File: src/rtl/axicb_reg_slice_if.sv
// Valid/ready channel bundle used on both sides of the crossbar register slice.
// The master side drives valid and data, and the slave side answers with ready.
interface axicb_reg_slice_if #(
   parameter int DATA_BUS_W = 8
) ();
   logic                  valid;
   logic                  ready;
   logic [DATA_BUS_W-1:0] data;

   modport master (output valid, output data, input ready);
   modport slave  (input valid, input data, output ready);
endinterface

File: src/rtl/axicb_reg_slice.sv
// Configurable valid/ready register slice for crossbar channels.
// The slice is a chain of NB_STAGES identical stages. MODE selects the stage type:
//  0 = bypass
//  1 = forward register (registers valid/data)
//  2 = skid buffer (registers ready)
//  3 = full two-entry slice (registers everything)
// aresetn clears state asynchronously. srst clears state on the clock edge where it is sampled high.
module axicb_reg_slice #(
   parameter int DATA_BUS_W = 8,
   parameter int NB_STAGES  = 1,
   parameter int MODE       = 3
) (
   input  logic              aclk,
   input  logic              aresetn,
   input  logic              srst,
   axicb_reg_slice_if.slave  i_bus,
   axicb_reg_slice_if.master o_bus,
   output logic              busy
);

   typedef enum logic [1:0] {ST_EMPTY, ST_ONE, ST_TWO} slice_state_t;

   if (MODE < 0 || MODE > 3 || NB_STAGES < 0) begin : g_bad_param
      $error("axicb_reg_slice: MODE must be 0..3 and NB_STAGES must be >= 0");
   end

   if (NB_STAGES == 0 || MODE == 0) begin : g_bypass
      // Pure wires: no state exists, so the clock and reset inputs are deliberately unused.
      logic unused_bypass;
      assign o_bus.valid   = i_bus.valid;
      assign o_bus.data    = i_bus.data;
      assign i_bus.ready   = o_bus.ready;
      assign busy          = 1'b0;
      assign unused_bypass = ^{aclk, aresetn, srst};
   end else begin : g_chain
      // Index k is the input of stage k. Index NB_STAGES is the slice output.
      logic [NB_STAGES:0]                 ch_valid;
      logic [NB_STAGES:0]                 ch_ready;
      logic [NB_STAGES:0][DATA_BUS_W-1:0] ch_data;
      logic [NB_STAGES-1:0]               stage_busy;

      assign ch_valid[0]         = i_bus.valid;
      assign ch_data[0]          = i_bus.data;
      assign i_bus.ready         = ch_ready[0];
      assign o_bus.valid         = ch_valid[NB_STAGES];
      assign o_bus.data          = ch_data[NB_STAGES];
      assign ch_ready[NB_STAGES] = o_bus.ready;
      assign busy                = |stage_busy;

      for (genvar k = 0; k < NB_STAGES; k++) begin : g_stage
         if (MODE == 1) begin : g_fwd
            logic                  v;
            logic [DATA_BUS_W-1:0] d;
            logic                  rdy;

            assign rdy           = ~v | ch_ready[k+1];
            assign ch_ready[k]   = rdy;
            assign ch_valid[k+1] = v;
            assign ch_data[k+1]  = d;
            assign stage_busy[k] = v;

            // Forward register: reloads whenever the stage is empty or its word is being taken.
            always_ff @(posedge aclk or negedge aresetn) begin
               if (!aresetn) begin
                  v <= 1'b0;
                  d <= '0;
               end else if (srst) begin
                  v <= 1'b0;
                  d <= '0;
               end else if (rdy) begin
                  v <= ch_valid[k];
                  d <= ch_data[k];
               end
            end
         end else if (MODE == 2) begin : g_bwd
            logic                  sv;
            logic [DATA_BUS_W-1:0] sd;

            assign ch_ready[k]   = ~sv;
            assign ch_valid[k+1] = ch_valid[k] | sv;
            assign ch_data[k+1]  = sv ? sd : ch_data[k];
            assign stage_busy[k] = sv;

            // Skid register: catches a word offered while downstream stalls and empties once downstream takes it.
            always_ff @(posedge aclk or negedge aresetn) begin
               if (!aresetn) begin
                  sv <= 1'b0;
                  sd <= '0;
               end else if (srst) begin
                  sv <= 1'b0;
                  sd <= '0;
               end else if (!sv && ch_valid[k] && !ch_ready[k+1]) begin
                  sv <= 1'b1;
                  sd <= ch_data[k];
               end else if (sv && ch_ready[k+1]) begin
                  sv <= 1'b0;
               end
            end
         end else begin : g_full
            slice_state_t          state;
            slice_state_t          state_nxt;
            logic [DATA_BUS_W-1:0] m;
            logic [DATA_BUS_W-1:0] s;
            logic                  take_in;
            logic                  give_out;
            logic                  load_m_in;
            logic                  load_s_in;
            logic                  load_m_s;

            assign take_in       = ch_valid[k] & (state != ST_TWO);
            assign give_out      = (state != ST_EMPTY) & ch_ready[k+1];
            assign ch_ready[k]   = (state != ST_TWO);
            assign ch_valid[k+1] = (state != ST_EMPTY);
            assign ch_data[k+1]  = m;
            assign stage_busy[k] = (state != ST_EMPTY);

            // Occupancy state register.
            always_ff @(posedge aclk or negedge aresetn) begin
               if (!aresetn) begin
                  state <= ST_EMPTY;
               end else if (srst) begin
                  state <= ST_EMPTY;
               end else begin
                  state <= state_nxt;
               end
            end

            // Next occupancy and which register loads, based on this cycle's input and output transfers.
            always_comb begin
               state_nxt = state;
               load_m_in = 1'b0;
               load_s_in = 1'b0;
               load_m_s  = 1'b0;
               case (state)
                  ST_EMPTY: begin
                     if (take_in) begin
                        state_nxt = ST_ONE;
                        load_m_in = 1'b1;
                     end
                  end
                  ST_ONE: begin
                     if (take_in && give_out) begin
                        load_m_in = 1'b1;
                     end else if (take_in) begin
                        state_nxt = ST_TWO;
                        load_s_in = 1'b1;
                     end else if (give_out) begin
                        state_nxt = ST_EMPTY;
                     end
                  end
                  ST_TWO: begin
                     if (give_out) begin
                        state_nxt = ST_ONE;
                        load_m_s  = 1'b1;
                     end
                  end
                  default: state_nxt = ST_EMPTY;
               endcase
            end

            // Payload registers.
            // m always holds the oldest word. s holds the word that arrived while m was stalled.
            always_ff @(posedge aclk or negedge aresetn) begin
               if (!aresetn) begin
                  m <= '0;
                  s <= '0;
               end else if (srst) begin
                  m <= '0;
                  s <= '0;
               end else begin
                  if (load_m_in) begin
                     m <= ch_data[k];
                  end else if (load_m_s) begin
                     m <= s;
                  end
                  if (load_s_in) begin
                     s <= ch_data[k];
                  end
               end
            end
         end
      end
   end

endmodule

File: src/flat_wrapper.sv
// flat-port wrapper written by rule: the top's interface ports become plain ports
module axicb_reg_slice_flat 
#(
   parameter int DATA_BUS_W = 8,
   parameter int NB_STAGES  = 1,
   parameter int MODE       = 3
)
  (aclk, aresetn, srst, busy, i_bus_valid, i_bus_data, i_bus_ready, o_bus_valid, o_bus_data, o_bus_ready);
  axicb_reg_slice_if #(.DATA_BUS_W(DATA_BUS_W)) i_bus_i ();
  axicb_reg_slice_if #(.DATA_BUS_W(DATA_BUS_W)) o_bus_i ();
  input  logic aclk;
  input  logic aresetn;
  input  logic srst;
  output logic busy;
  input wire logic [$bits(i_bus_i.valid)-1:0] i_bus_valid;
  input wire logic [$bits(i_bus_i.data)-1:0] i_bus_data;
  output wire logic [$bits(i_bus_i.ready)-1:0] i_bus_ready;
  output wire logic [$bits(o_bus_i.valid)-1:0] o_bus_valid;
  output wire logic [$bits(o_bus_i.data)-1:0] o_bus_data;
  input wire logic [$bits(o_bus_i.ready)-1:0] o_bus_ready;
  assign i_bus_i.valid = i_bus_valid;
  assign i_bus_i.data = i_bus_data;
  assign i_bus_ready = i_bus_i.ready;
  assign o_bus_valid = o_bus_i.valid;
  assign o_bus_data = o_bus_i.data;
  assign o_bus_i.ready = o_bus_ready;
  axicb_reg_slice #(.DATA_BUS_W(DATA_BUS_W), .NB_STAGES(NB_STAGES), .MODE(MODE)) u_core (.aclk(aclk), .aresetn(aresetn), .srst(srst), .i_bus(i_bus_i), .o_bus(o_bus_i), .busy(busy));
endmodule
File: config.mk
export PLATFORM = sky130hd
export DESIGN_NAME = axicb_reg_slice_flat
export DESIGN_NICKNAME = d
export VERILOG_FILES = /design/src/rtl/axicb_reg_slice_if.sv /design/src/rtl/axicb_reg_slice.sv /design/src/flat_wrapper.sv
export SDC_FILE = /design/constraint.sdc
export NUM_CORES = 1
export LEC_CHECK = 0
export ABC_AREA = 0
export ABC_CLOCK_PERIOD_IN_PS = 1400
export BUFFER_PORTS_ARGS = -buffer_cell sky130_fd_sc_hd__buf_2
export CORE_AREA = 2 2 54 61
export CTS_CLUSTER_SIZE = 24
export DETAILED_ROUTE_END_ITERATION = 16
export DIE_AREA = 0 0 56 63
export SYNTH_ARGS = -nofsm -noshare
export SYNTH_HDL_FRONTEND = slang
export SYNTH_SLANG_ARGS = --single-unit
export TNS_END_PERCENT = 20
File: constraint.sdc
create_clock -name aclk -period 1.4 [get_ports aclk]
set_input_delay 0.42 -clock aclk [delete_from_list [all_inputs] [get_ports aclk]]
set_output_delay 0.42 -clock aclk [all_outputs]
set_load 0.005 [all_outputs]
# Word level (Yosys, flattened, before mapping)
# Cells that the tools add are included.
[totals]
register_bits = 18
in_bits = 13
output_inout_bits = 11
[op_classes]
n_eq_ne = 7
mux = 19
n_bitwise = 2
n_reduce_logical = 6
[ops]
columns = ["operator", "count"]
rows = [
  ["two-way mux 8 bit", 5],
  ["two-way mux 2 bit", 6],
  ["two-way mux 1 bit", 6],
  ["!= test 3 x 2 -> 1 bit (second input constant)", 2],
  ["case mux 2 bit (3 select lines)", 1],
  ["!= test 4 x 2 -> 1 bit (second input constant)", 1],
  ["AND reduction 4 bit", 1],
  ["nonzero test 2 bit", 2],
  ["!= test 3 bit (second input constant)", 1],
  ["nonzero test 3 bit", 1],
  ["bitwise AND 1 bit", 2],
  ["== test 2 x 1 -> 1 bit (second input constant)", 1],
  ["== test 2 bit (second input constant)", 1],
  ["zero test 2 bit", 1],
  ["!= test 2 bit (second input constant)", 1],
  ["case mux 1 bit (2 select lines)", 1],
  ["logical AND 1 bit", 1],
]

# Longest topological paths before layout
# Gate-level depths: netlist of the first run.
[depth]
word_depth = 7
ltp_mapped = 5
mapped_depth_nobuf = 4

# Least setup slack after synthesis of the first run
# No wires, ideal clock.
[synth_path]
kind = "input-to-reg"
startpoint = "in i_bus_valid"
endpoint = "reg u_core.g_chain.g_stage[0].g_full.m[0], in the netlist u_core.o_bus.data[0]"
setup_time_ns = 0.125
arrival_time_ns = 1.246
t_required_ns = 1.275
path_slack_ns = 0.029
path_stages = 4
path_buffers = 0
cell_sequence = "nor2b_2 nand2b_1 nand3_4 mux2_2"
[synth_via]
elab_chain_len = 6
word_cells_on_any_way = 8
[synth_rtl]
columns = ["element", "line", "source"]
rows = [
  ["start: declaration", "flat_wrapper.sv:15", "input wire logic [$bits(i_bus_i.valid)-1:0] i_bus_valid;"],
  ["bitwise AND 1 bit *", "axicb_reg_slice.sv:110", "assign take_in = ch_valid[k] & (state != ST_TWO);"],
  ["logical AND 1 bit", "axicb_reg_slice.sv:142", "if (take_in && give_out) begin"],
  ["two-way mux 1 bit", "axicb_reg_slice.sv:142", ""],
  ["case mux 1 bit (2 select lines) *", "axicb_reg_slice.sv:134", "case (state)"],
  ["two-way mux 8 bit", "axicb_reg_slice.sv:171", "if (load_m_in) begin"],
  ["two-way mux 8 bit", "axicb_reg_slice.sv:167", "end else if (srst) begin"],
  ["end signal: assignment", "axicb_reg_slice.sv:172", "m <= ch_data[k];"],
  ["end signal: assignment", "axicb_reg_slice.sv:174", "m <= s;"],
  ["end: declaration", "axicb_reg_slice.sv:102", "logic [DATA_BUS_W-1:0] m;"],
]
# Mark *: on every way between the ends. The rest lies on a longest branch, timed or not.
# A chain may end at the register's enable or synchronous reset.

# Worst setup path after layout of the first run
[layout_path]
startpoint = "reg u_core.g_chain.g_stage[0].g_full.state[1]"
endpoint = "out busy"
[layout_via]
elab_chain_len = 1
[layout_rtl]
columns = ["element", "line", "source"]
rows = [
  ["start: declaration", "axicb_reg_slice.sv:100", "slice_state_t state;"],
  ["start signal: assignment", "axicb_reg_slice.sv:124", "state <= state_nxt;"],
  ["nonzero test 2 bit", "axicb_reg_slice.sv:115", "assign stage_busy[k] = (state != ST_EMPTY);"],
  ["end: declaration", "flat_wrapper.sv:14", "output logic busy;"],
]
# Every way passes these cells.

==> results_dict.tcl, run 1 <==
set metrics [dict create \
    num_io_pins 24 \
    max-cap-violations 0 \
    start_util_pct 31.0 \
    r2r_start "u_core.g_chain.g_stage[0].g_full.state[1]$_DFFE_PN0P_" \
    violations "negative setup slack" \
    grt_setup_unrepaired "yes" \
    core_area_sq_um 2940 \
    clkTransAtPathRegs_ns 0.10 \
    place_congestion 0.747 \
    worst_pin_slew_ns 0.402 \
    cts_sinks 18 \
    setup_viol 11 \
    power_mw 1.09 \
    worstPathCellList "or2_4 -> buf_2" \
    fin_util_pct 41.4 \
    wl_um 2010 \
    yosys.cell_types.count 24 \
    finalHoldViolCount 0 \
    critPathMaxStageDelay_ns 0.43 \
    cp.required_ns 0.98 \
    grt_pass1_vias 808 \
    p_sw_uw 281 \
    slew_viol_final 0 \
    r2r-end "u_core.o_bus.data[5]$_DFFE_PN0P_" \
    cts_max_path_buffers 2 \
    post-place-ws_ns -0.171 \
    fp.dieH_um 63 \
    period_minus_slack_ns 1.52 \
    placed_cell_area_sq_um 1140 \
    htree_levels 1 \
    nNetsFinal 131 \
    fillers 289 \
    use_met2_pct 21.2 \
    combPwrFrac_pct 19.9 \
    layout_setup_ws_ns -0.121 \
    grt.busiest_layer "met2" \
    clk_latency_ns 0.29 \
    hold_slack_ns 0.0409 \
    seqPwrFrac_pct 51.1 \
    grt.met1_usage_pct 15.6 \
    synthArstFlopShare_pct 100 \
    cpMaxStageDelayCell "dfrtp_1" \
    postRouteAntennaNets 0 \
    max_freq_mhz 658 \
    drc 0 \
    end_kind "output pin" \
    grt_max_degree 19 \
    dieWidth_um 56 \
    skew_ns 0.00179 \
    grt-ovfl-total 0 \
    cts_hold_buffers 0 \
    cp-start-kind "register" \
    tritoncts "yes" \
    synth.yosys.seq_area_share_pct 49.5 \
    antenna_found_initial 0 \
    fin_setup_tns_ns -0.628 \
    antenna_cells 0 \
    cts-root-buf "clkbuf_4" \
    syn_inst 80 \
    cellPowerDensity_nw_per_um2 897 \
    internal_power_uw 812 \
    fin_crit_sh_pct 109 \
    synth-warning-count 0 \
    synth_top_area_share_pct 49.5 \
    final_cells 151 \
    port_buffers 23 \
    synth_commonest_cells "dfrtp_1 (18), a21oi_1 (9), a22o_1 (8), nand3_1 (8), o21ai_0 (8)" \
    syn_avg_cell_area_sq_um 11.4 \
    vias 767 \
    yosysMostFrequentCell "dfrtp_1" \
    peakVddDrop_mv 0.491 \
    netlist_area_sq_um 911 \
    worstHoldPathType "in -> async" \
    dieArea_sq_um 3530 \
    leakage_nw 0.603 \
    rows 21 \
    drt_iter0_drc 16 \
    status "complete, but fails checks" \
    viasPerCell 5.08 \
    arrival_ns 1.10 \
    yosys_register_bits 18 \
    synth_area_leaders "dfrtp_1 (49%), a22o_1 (7.7%), mux2_2 (6.2%), a21oi_1 (4.9%), nand3_1 (4.4%)" \
    dr.pass1.iters 4 \
    track_usage_pct 12.5 \
    r2r_setup_slack_ns -0.06 \
    avgRoutedWirePerCell_um 13.3 \
    yosys_most_used_dff "dfrtp_1" \
    grt_pass1_wl_um 3530 \
    globalRouteMet3Util_pct 2.48 \
    area_growth_pct 33.8 \
    cts_made_buffers 3 \
    reg2reg_depth 5 \
    synth_edf_count 0 \
    fin_area_sq_um 1220 \
    drive_gt1_share_pct 47.9 \
    p_sw_share_pct 25.7 \
    dp.cells 145 \
    crit_type "reg -> out" \
    slew_headroom_pct 73.2 \
    cp_max_fo 5 \
    hpwl_um 1530 \
    p_clk_share_pct 29.0 \
    yosysTopAreaCell "dfrtp_1" \
    syn-num-nets 93 \
]
[cell usage in the layout, fill, tap and decap left out, types with 2 or more instances in the layout]
| master | instances |
|---|---|
| a21oi_1 | 9 |
| buf_12 | 2 |
| o21ai_0 | 4 |
| buf_4 | 12 |
| mux2_1 | 2 |
| inv_1 | 2 |
| o21ai_1 | 4 |
| nand2b_1 | 3 |
| clkbuf_4 | 3 |
| dfrtp_1 | 17 |
| a22o_1 | 8 |
| nand3_1 | 8 |
| buf_2 | 23 |
| mux2_2 | 5 |
[worst max-delay path, delay by kind of cell (launching register included)]
family                 cells  cell delay [ns]
buffers and inverters      1             0.12
flip-flops                 1             0.43
AND/OR/NAND/NOR            1             0.26
[power by group through the flow]
stage                     Combinational (mW)  Sequential (mW)  Clock (mW)
after global placement                 0.202            0.569           0
after CTS                              0.216            0.560       0.329
final                                  0.217            0.559       0.317
after detailed placement               0.206            0.570           0
after floorplan                        0.105            0.569           0
after global routing                   0.239            0.563       0.348
[cells by family after synthesis]
| logic type | count (synthesis) | share of synthesized area [%] |
|---|---|---|
| AND/OR/NAND/NOR | 19 | 15.1 |
| multiplexers | 8 | 9.75 |
| buffers and inverters | 6 | 3.85 |
| flip-flops | 18 | 49.5 |
| AO/OA/AOI/OAI | 29 | 21.8 |
[layout make-up]
cell class | count | area, sq um | area share (%)
Sequential cell | 18 | 452 | 37.1
Inverter | 2 | 7.51 | 0.616
Tap cell | 34 | 42.5 | 3.49
Clock buffer | 4 | 36.3 | 2.98
Multi-Input combinational cell | 56 | 435 | 35.7
Timing Repair Buffer | 37 | 245 | 20.1
[layer usage]
metal	wire [um]	vias to the layer above	share of wire, %
met5	0	-	0
met4	8	0	0.40
met3	83	2	4.1
met2	1010	19	51
met1	901	376	45
li1	-	370	-
[flip-flops by register name (all words and copies together), names as in the netlist]
| register | flops |
|---|---|
| u_core.o_bus.data | 8 |
| u_core.g_chain.g_stage.g_full.s | 8 |
| u_core.g_chain.g_stage.g_full.state | 2 |
[worst max-delay path by stage]
stage / startpoint / to / slack (ns) / depth (start not counted)
after detailed placement: i_bus_valid / u_core.o_bus.data[4]$_DFFE_PN0P_ / -0.17 / 5
after global routing: u_core.g_chain.g_stage[0].g_full.state[1]$_DFFE_PN0P_ / busy / -0.17 / 2
after global placement: i_bus_valid / u_core.o_bus.data[3]$_DFFE_PN0P_ / -0.14 / 5
after floorplan: i_bus_valid / u_core.o_bus.data[0]$_DFFE_PN0P_ / 0.03 / 4
final: u_core.g_chain.g_stage[0].g_full.state[1]$_DFFE_PN0P_ / busy / -0.12 / 2
after CTS: u_core.g_chain.g_stage[0].g_full.state[1]$_DFFE_PN0P_ / busy / -0.13 / 2
[what timing repair did]
item | 4_1_cts | 5_1_grt
setup endpoints to repair | 11 | 19
resized for setup | 6 | 2
buffers inserted | 1 | 1
pin swaps | 1 | 0
(Power assumes the default switching activity.)
==> run 2: changes to the inputs <==
- CELL_PAD_IN_SITES_DETAIL_PLACEMENT: not set -> 0
- CELL_PAD_IN_SITES_GLOBAL_PLACEMENT: not set -> 1
- PLACE_DENSITY_LB_ADDON: not set -> 0.1
==> run 2 against run 1 <==
The flow still finishes with violations (negative setup slack); wire length grew 20%; combinational power rose by 4%; sequential power about the same; count of clock-buffer cells in the layout unchanged; critical path depth did not move; cell count increased by 1.3%; via count is 5.1% higher; highest routed layer unchanged.
==> results_dict.tcl, run 2 (same netlist as run 1, synthesis figures left out) <==
set metrics [dict create \
    max-cap-violations 0 \
    num_io_pins 24 \
    peakVddDrop_mv 0.467 \
    arrival_ns 1.11 \
    fillers 298 \
    finalHoldViolCount 0 \
    core_area_sq_um 2940 \
    placed_cell_area_sq_um 1160 \
    post-place-ws_ns -0.156 \
    rows 21 \
    drc 0 \
    track_usage_pct 15.0 \
    cellPowerDensity_nw_per_um2 911 \
    layout_setup_ws_ns -0.131 \
    clk_latency_ns 0.30 \
    multi_input_area_sq_um 433 \
    nNetsFinal 133 \
    antenna_found_initial 0 \
    reg2reg_depth 5 \
    wl_met2_um 1160 \
    clkTransAtPathRegs_ns 0.11 \
    postRouteAntennaNets 0 \
    skew_ns 0.0107 \
    violations "negative setup slack" \
    end_kind "output pin" \
    grt_setup_unrepaired "yes" \
    worstHoldPathType "in -> async" \
    drive_gt1_share_pct 48.7 \
    cp-startpoint "u_core.g_chain.g_stage[0].g_full.state[0]$_DFFE_PN0P_" \
    leakage_nw 0.607 \
    fin_setup_tns_ns -0.867 \
    worstPathCellList "or2_4 -> buf_2" \
    final-seq-area_sq_um 453 \
    layout_commonest_cell "buf_2" \
    avgRoutedWirePerCell_um 15.7 \
    layout_common_cells "buf_2 (23), dfrtp_1 (16), buf_4 (15)" \
    antenna_cells 0 \
    viasPerCell 5.27 \
    grt_pass1_wl_um 4090 \
    hpwl_um 1660 \
    wl_um 2410 \
    r2r_setup_slack_ns -0.07 \
    setup_viol 19 \
    cpMaxStageDelayCell "dfrtp_2" \
    grt_pass1_vias 804 \
    fin_crit_sh_pct 109 \
    r2r-end "u_core.o_bus.data[6]$_DFFE_PN0P_" \
    critPathMaxStageDelay_ns 0.45 \
    start_util_pct 31.0 \
    tritoncts "yes" \
    htree_levels 1 \
    grt-ovfl-total 0 \
    period_minus_slack_ns 1.53 \
    max_freq_mhz 653 \
    crit_type "reg -> out" \
    fp.dieH_um 63 \
    wl_met3_um 134 \
    met1Wirelength_um 1100 \
    dieArea_sq_um 3530 \
    dr.pass1.iters 4 \
    power_mw 1.11 \
    top_layer_used "met4" \
    grt_max_degree 19 \
    r2r_start "u_core.g_chain.g_stage[0].g_full.state[1]$_DFFE_PN0P_" \
    cts_made_buffers 3 \
    worst_pin_slew_ns 0.436 \
    cts_max_path_buffers 2 \
    status "complete, but fails checks" \
    port_buffers 23 \
    fin_area_sq_um 1220 \
    cts_sinks 18 \
    slew_viol_final 0 \
    drt_iter0_drc 35 \
    area_growth_pct 33.9 \
    slew_headroom_pct 70.9 \
    cp_max_fo 3 \
    dieWidth_um 56 \
    cts-root-buf "clkbuf_4" \
    place_congestion 0.722 \
    cp-start-kind "register" \
    cp.required_ns 0.98 \
    vias 806 \
]
## run 2: cell count changes in the layout (fill, tap and decap cells not counted)
cell	before	now
buf_12	2	1
buf_4	12	15
dfrtp_1	17	16
dfrtp_2	1	2
nand2b_1	3	4
nand2b_2	1	0
o21ai_0	4	7
o21ai_1	4	1
## run 2: per-stage QoR
| stage | std cells | hold slack [ns] | utilization [%] |
|---|---|---|---|
| 5_1_grt | 153 | 0.0630 | 41.5 |
| 4_1_cts | 153 | 0.0539 | 41.4 |
| 3_3_place_gp | 147 | 0.385 | 39.4 |
| 3_5_place_dp | 147 | 0.387 | 39.4 |
| 2_1_floorplan | 80 | 0.124 | - |
| 6_report | 153 | 0.0432 | 41.5 |
## run 2: final cells by class
class	count	area share (%)
Clock buffer	4	2.97
Inverter	2	0.615
Multi-Input combinational cell	56	35.5
Sequential cell	18	37.1
Tap cell	34	3.49
Timing Repair Buffer	39	20.3
## run 2: metal layers
metal / vias up / GRT usage, %
met5: - / 0
met4: 0 / 4.46
met3: 2 / 2.28
met2: 26 / 23.2
met1: 401 / 21.4
li1: 377 / -
## run 2: repair_timing
action / in CTS / in global routing
setup endpoints to repair: 15 / 19
buffers inserted: 2 / 0
hold endpoints to repair: 0 / 0
resized for setup: 3 / 2
hold buffers: 0 / 0
pin swaps: 2 / 0
## run 2: worst max path at each step
stage,cells after the start,to
6_report,2,busy
2_1_floorplan,4,u_core.o_bus.data[0]$_DFFE_PN0P_
4_1_cts,2,busy
5_1_grt,2,busy
3_3_place_gp,5,u_core.o_bus.data[3]$_DFFE_PN0P_
3_5_place_dp,5,u_core.o_bus.data[1]$_DFFE_PN0P_
## run 2: power by group
group	switching, mW	internal [mW]	leakage, nW
logic	0.114	0.112	0.343
registers	0.0155	0.545	0.243
clock network	0.167	0.158	0.0210
## run 2: worst max-delay path, delay by kind of cell, from the launching register on
family        cells  cell delay (ns)
flops             1             0.45
simple gates      1             0.25
buf+inv           1             0.12
==> run 3: changes to the inputs <==
- PLACE_DENSITY: not set -> 0.72
- PLACE_DENSITY_LB_ADDON: 0.1 -> not set
==> run 3 against run 2 <==
The run still ends with negative setup slack left; maximum frequency down 5.4%; die area unchanged; cell count down 2.0%; first-iteration DRC count down 60%; combinational power down 8%; clock skew down 0.0047 ns; utilization down 0.81 points; power down 1.5%; flip-flop and latch count unchanged; global-route usage down 1.5 points; hold slack worse by 0.014 ns; sequential share of layout area up 0.53 points; highest routed layer unchanged.
==> results_dict.tcl, run 3 (same netlist as run 1, synthesis figures left out) <==
set metrics [dict create \
    drc 0 \
    arrival_ns 1.20 \
    layout_commonest_cell "buf_2" \
    cts_max_path_buffers 2 \
    cp_max_fo 4 \
    cp-start-kind "register" \
    cts_sinks 18 \
    layout_setup_ws_ns -0.218 \
    avgRoutedWirePerCell_um 14.2 \
    peakVddDrop_mv 0.531 \
    crit_type "reg -> out" \
    worstHoldPathType "in -> async" \
    cts_made_buffers 3 \
    hold_slack_ns 0.0296 \
    drive_gt1_share_pct 46.6 \
    hpwl_um 1560 \
    fin_crit_sh_pct 116 \
    finalHoldViolCount 0 \
    antenna_cells 0 \
    skew_ns 0.00599 \
    num_io_pins 24 \
    postRouteAntennaNets 0 \
    cp.required_ns 0.98 \
    layout_common_cells "buf_2 (23), dfrtp_1 (18), buf_4 (11)" \
    end_kind "output pin" \
    start_util_pct 31.0 \
    htree_levels 1 \
    leakage_nw 0.597 \
    cellPowerDensity_nw_per_um2 915 \
    fin_setup_tns_ns -1.67 \
    setup_viol 19 \
    grt_pass1_wl_um 3720 \
    core_area_sq_um 2940 \
    period_minus_slack_ns 1.62 \
    dieArea_sq_um 3530 \
    fp.dieH_um 63 \
    track_usage_pct 13.5 \
    drt_iter0_drc 14 \
    wl_um 2120 \
    dr.pass1.iters 4 \
    grt-ovfl-total 0 \
    grt_setup_unrepaired "yes" \
    max_freq_mhz 618 \
    cts-root-buf "clkbuf_4" \
    vias 782 \
    tritoncts "yes" \
    clk_latency_ns 0.30 \
    clkTransAtPathRegs_ns 0.11 \
    status "complete, but fails checks" \
    fillers 312 \
    grt_max_degree 19 \
    multi_input_area_sq_um 430 \
    rows 21 \
    worst_pin_slew_ns 0.406 \
    antenna_found_initial 0 \
    slew_headroom_pct 73.0 \
    final-seq-area_sq_um 450 \
    dieWidth_um 56 \
    slew_viol_final 0 \
    nNetsFinal 130 \
    area_growth_pct 31.3 \
    place_congestion 0.740 \
    viasPerCell 5.21 \
    violations "negative setup slack" \
    grt_pass1_vias 786 \
    max-cap-violations 0 \
    port_buffers 23 \
    postCtsSetupRepairBufs 0 \
]
[run 3: cell type report]
| class | count | area share, % |
|---|---|---|
| multi-input cells | 56 | 36.0 |
| well taps | 34 | 3.56 |
| clock buffers | 4 | 3.03 |
| flip-flops and latches | 18 | 37.7 |
| inverters | 2 | 0.628 |
| repair buffers | 36 | 19.1 |
[run 3: path summary, 6_finish.rpt]
check	startpoint	to	slack, ns	depth (start not counted)
max	u_core.g_chain.g_stage[0].g_full.state[1]$_DFFE_PN0P_	busy	-0.22	3
min	aresetn	u_core.o_bus.data[6]$_DFFE_PN0P_	0.03	1
max reg2reg	u_core.g_chain.g_stage[0].g_full.state[1]$_DFFE_PN0P_	u_core.g_chain.g_stage[0].g_full.s[0]$_DFFE_PN0P_	-0.09	5
min reg2reg	u_core.o_bus.data[6]$_DFFE_PN0P_	u_core.o_bus.data[6]$_DFFE_PN0P_	0.50	1
max in group asynchronous	aresetn	u_core.o_bus.data[2]$_DFFE_PN0P_	1.08	1
min in group aclk	i_bus_data[4]	u_core.g_chain.g_stage[0].g_full.s[4]$_DFFE_PN0P_	0.35	2
[run 3: repair_timing]
action,in CTS,in global routing
endpoints found under the setup margin,19,19
cloned,0,0
resized for setup,3,0
hold buffers,0,0
[run 3: where the power goes]
part | internal, mW | switching, mW | leakage, nW
combinational | 0.104 | 0.105 | 0.330
sequential | 0.544 | 0.0161 | 0.246
clock | 0.159 | 0.167 | 0.0210
[run 3: through the flow]
step,setup WS [ns],cell area (sq um),instances,total power [mW],utilization (%)
after global routing,-0.292,1200,150,1.15,40.6
after detailed placement,-0.200,1150,146,0.779,39.1
after floorplan,0.0290,911,80,0.674,-
final,-0.218,1200,150,1.09,40.6
after CTS,-0.238,1200,150,1.11,40.6
after global placement,-0.155,1150,146,0.774,39.1
[run 3: worst max-delay path: stages, from the launching register on]
cell	delay [ns]
dfrtp_1	0.43
buf_6	0.13
or2_4	0.21
buf_2	0.12
[run 3: routing by layer]
layer,GRT usage [%],share of wire [%],vias to the layer above
li1,-,-,368
met1,17.8,43,382
met2,21.5,49,27
met3,2.07,5.6,5
met4,6.25,2.1,0
met5,0,0,-
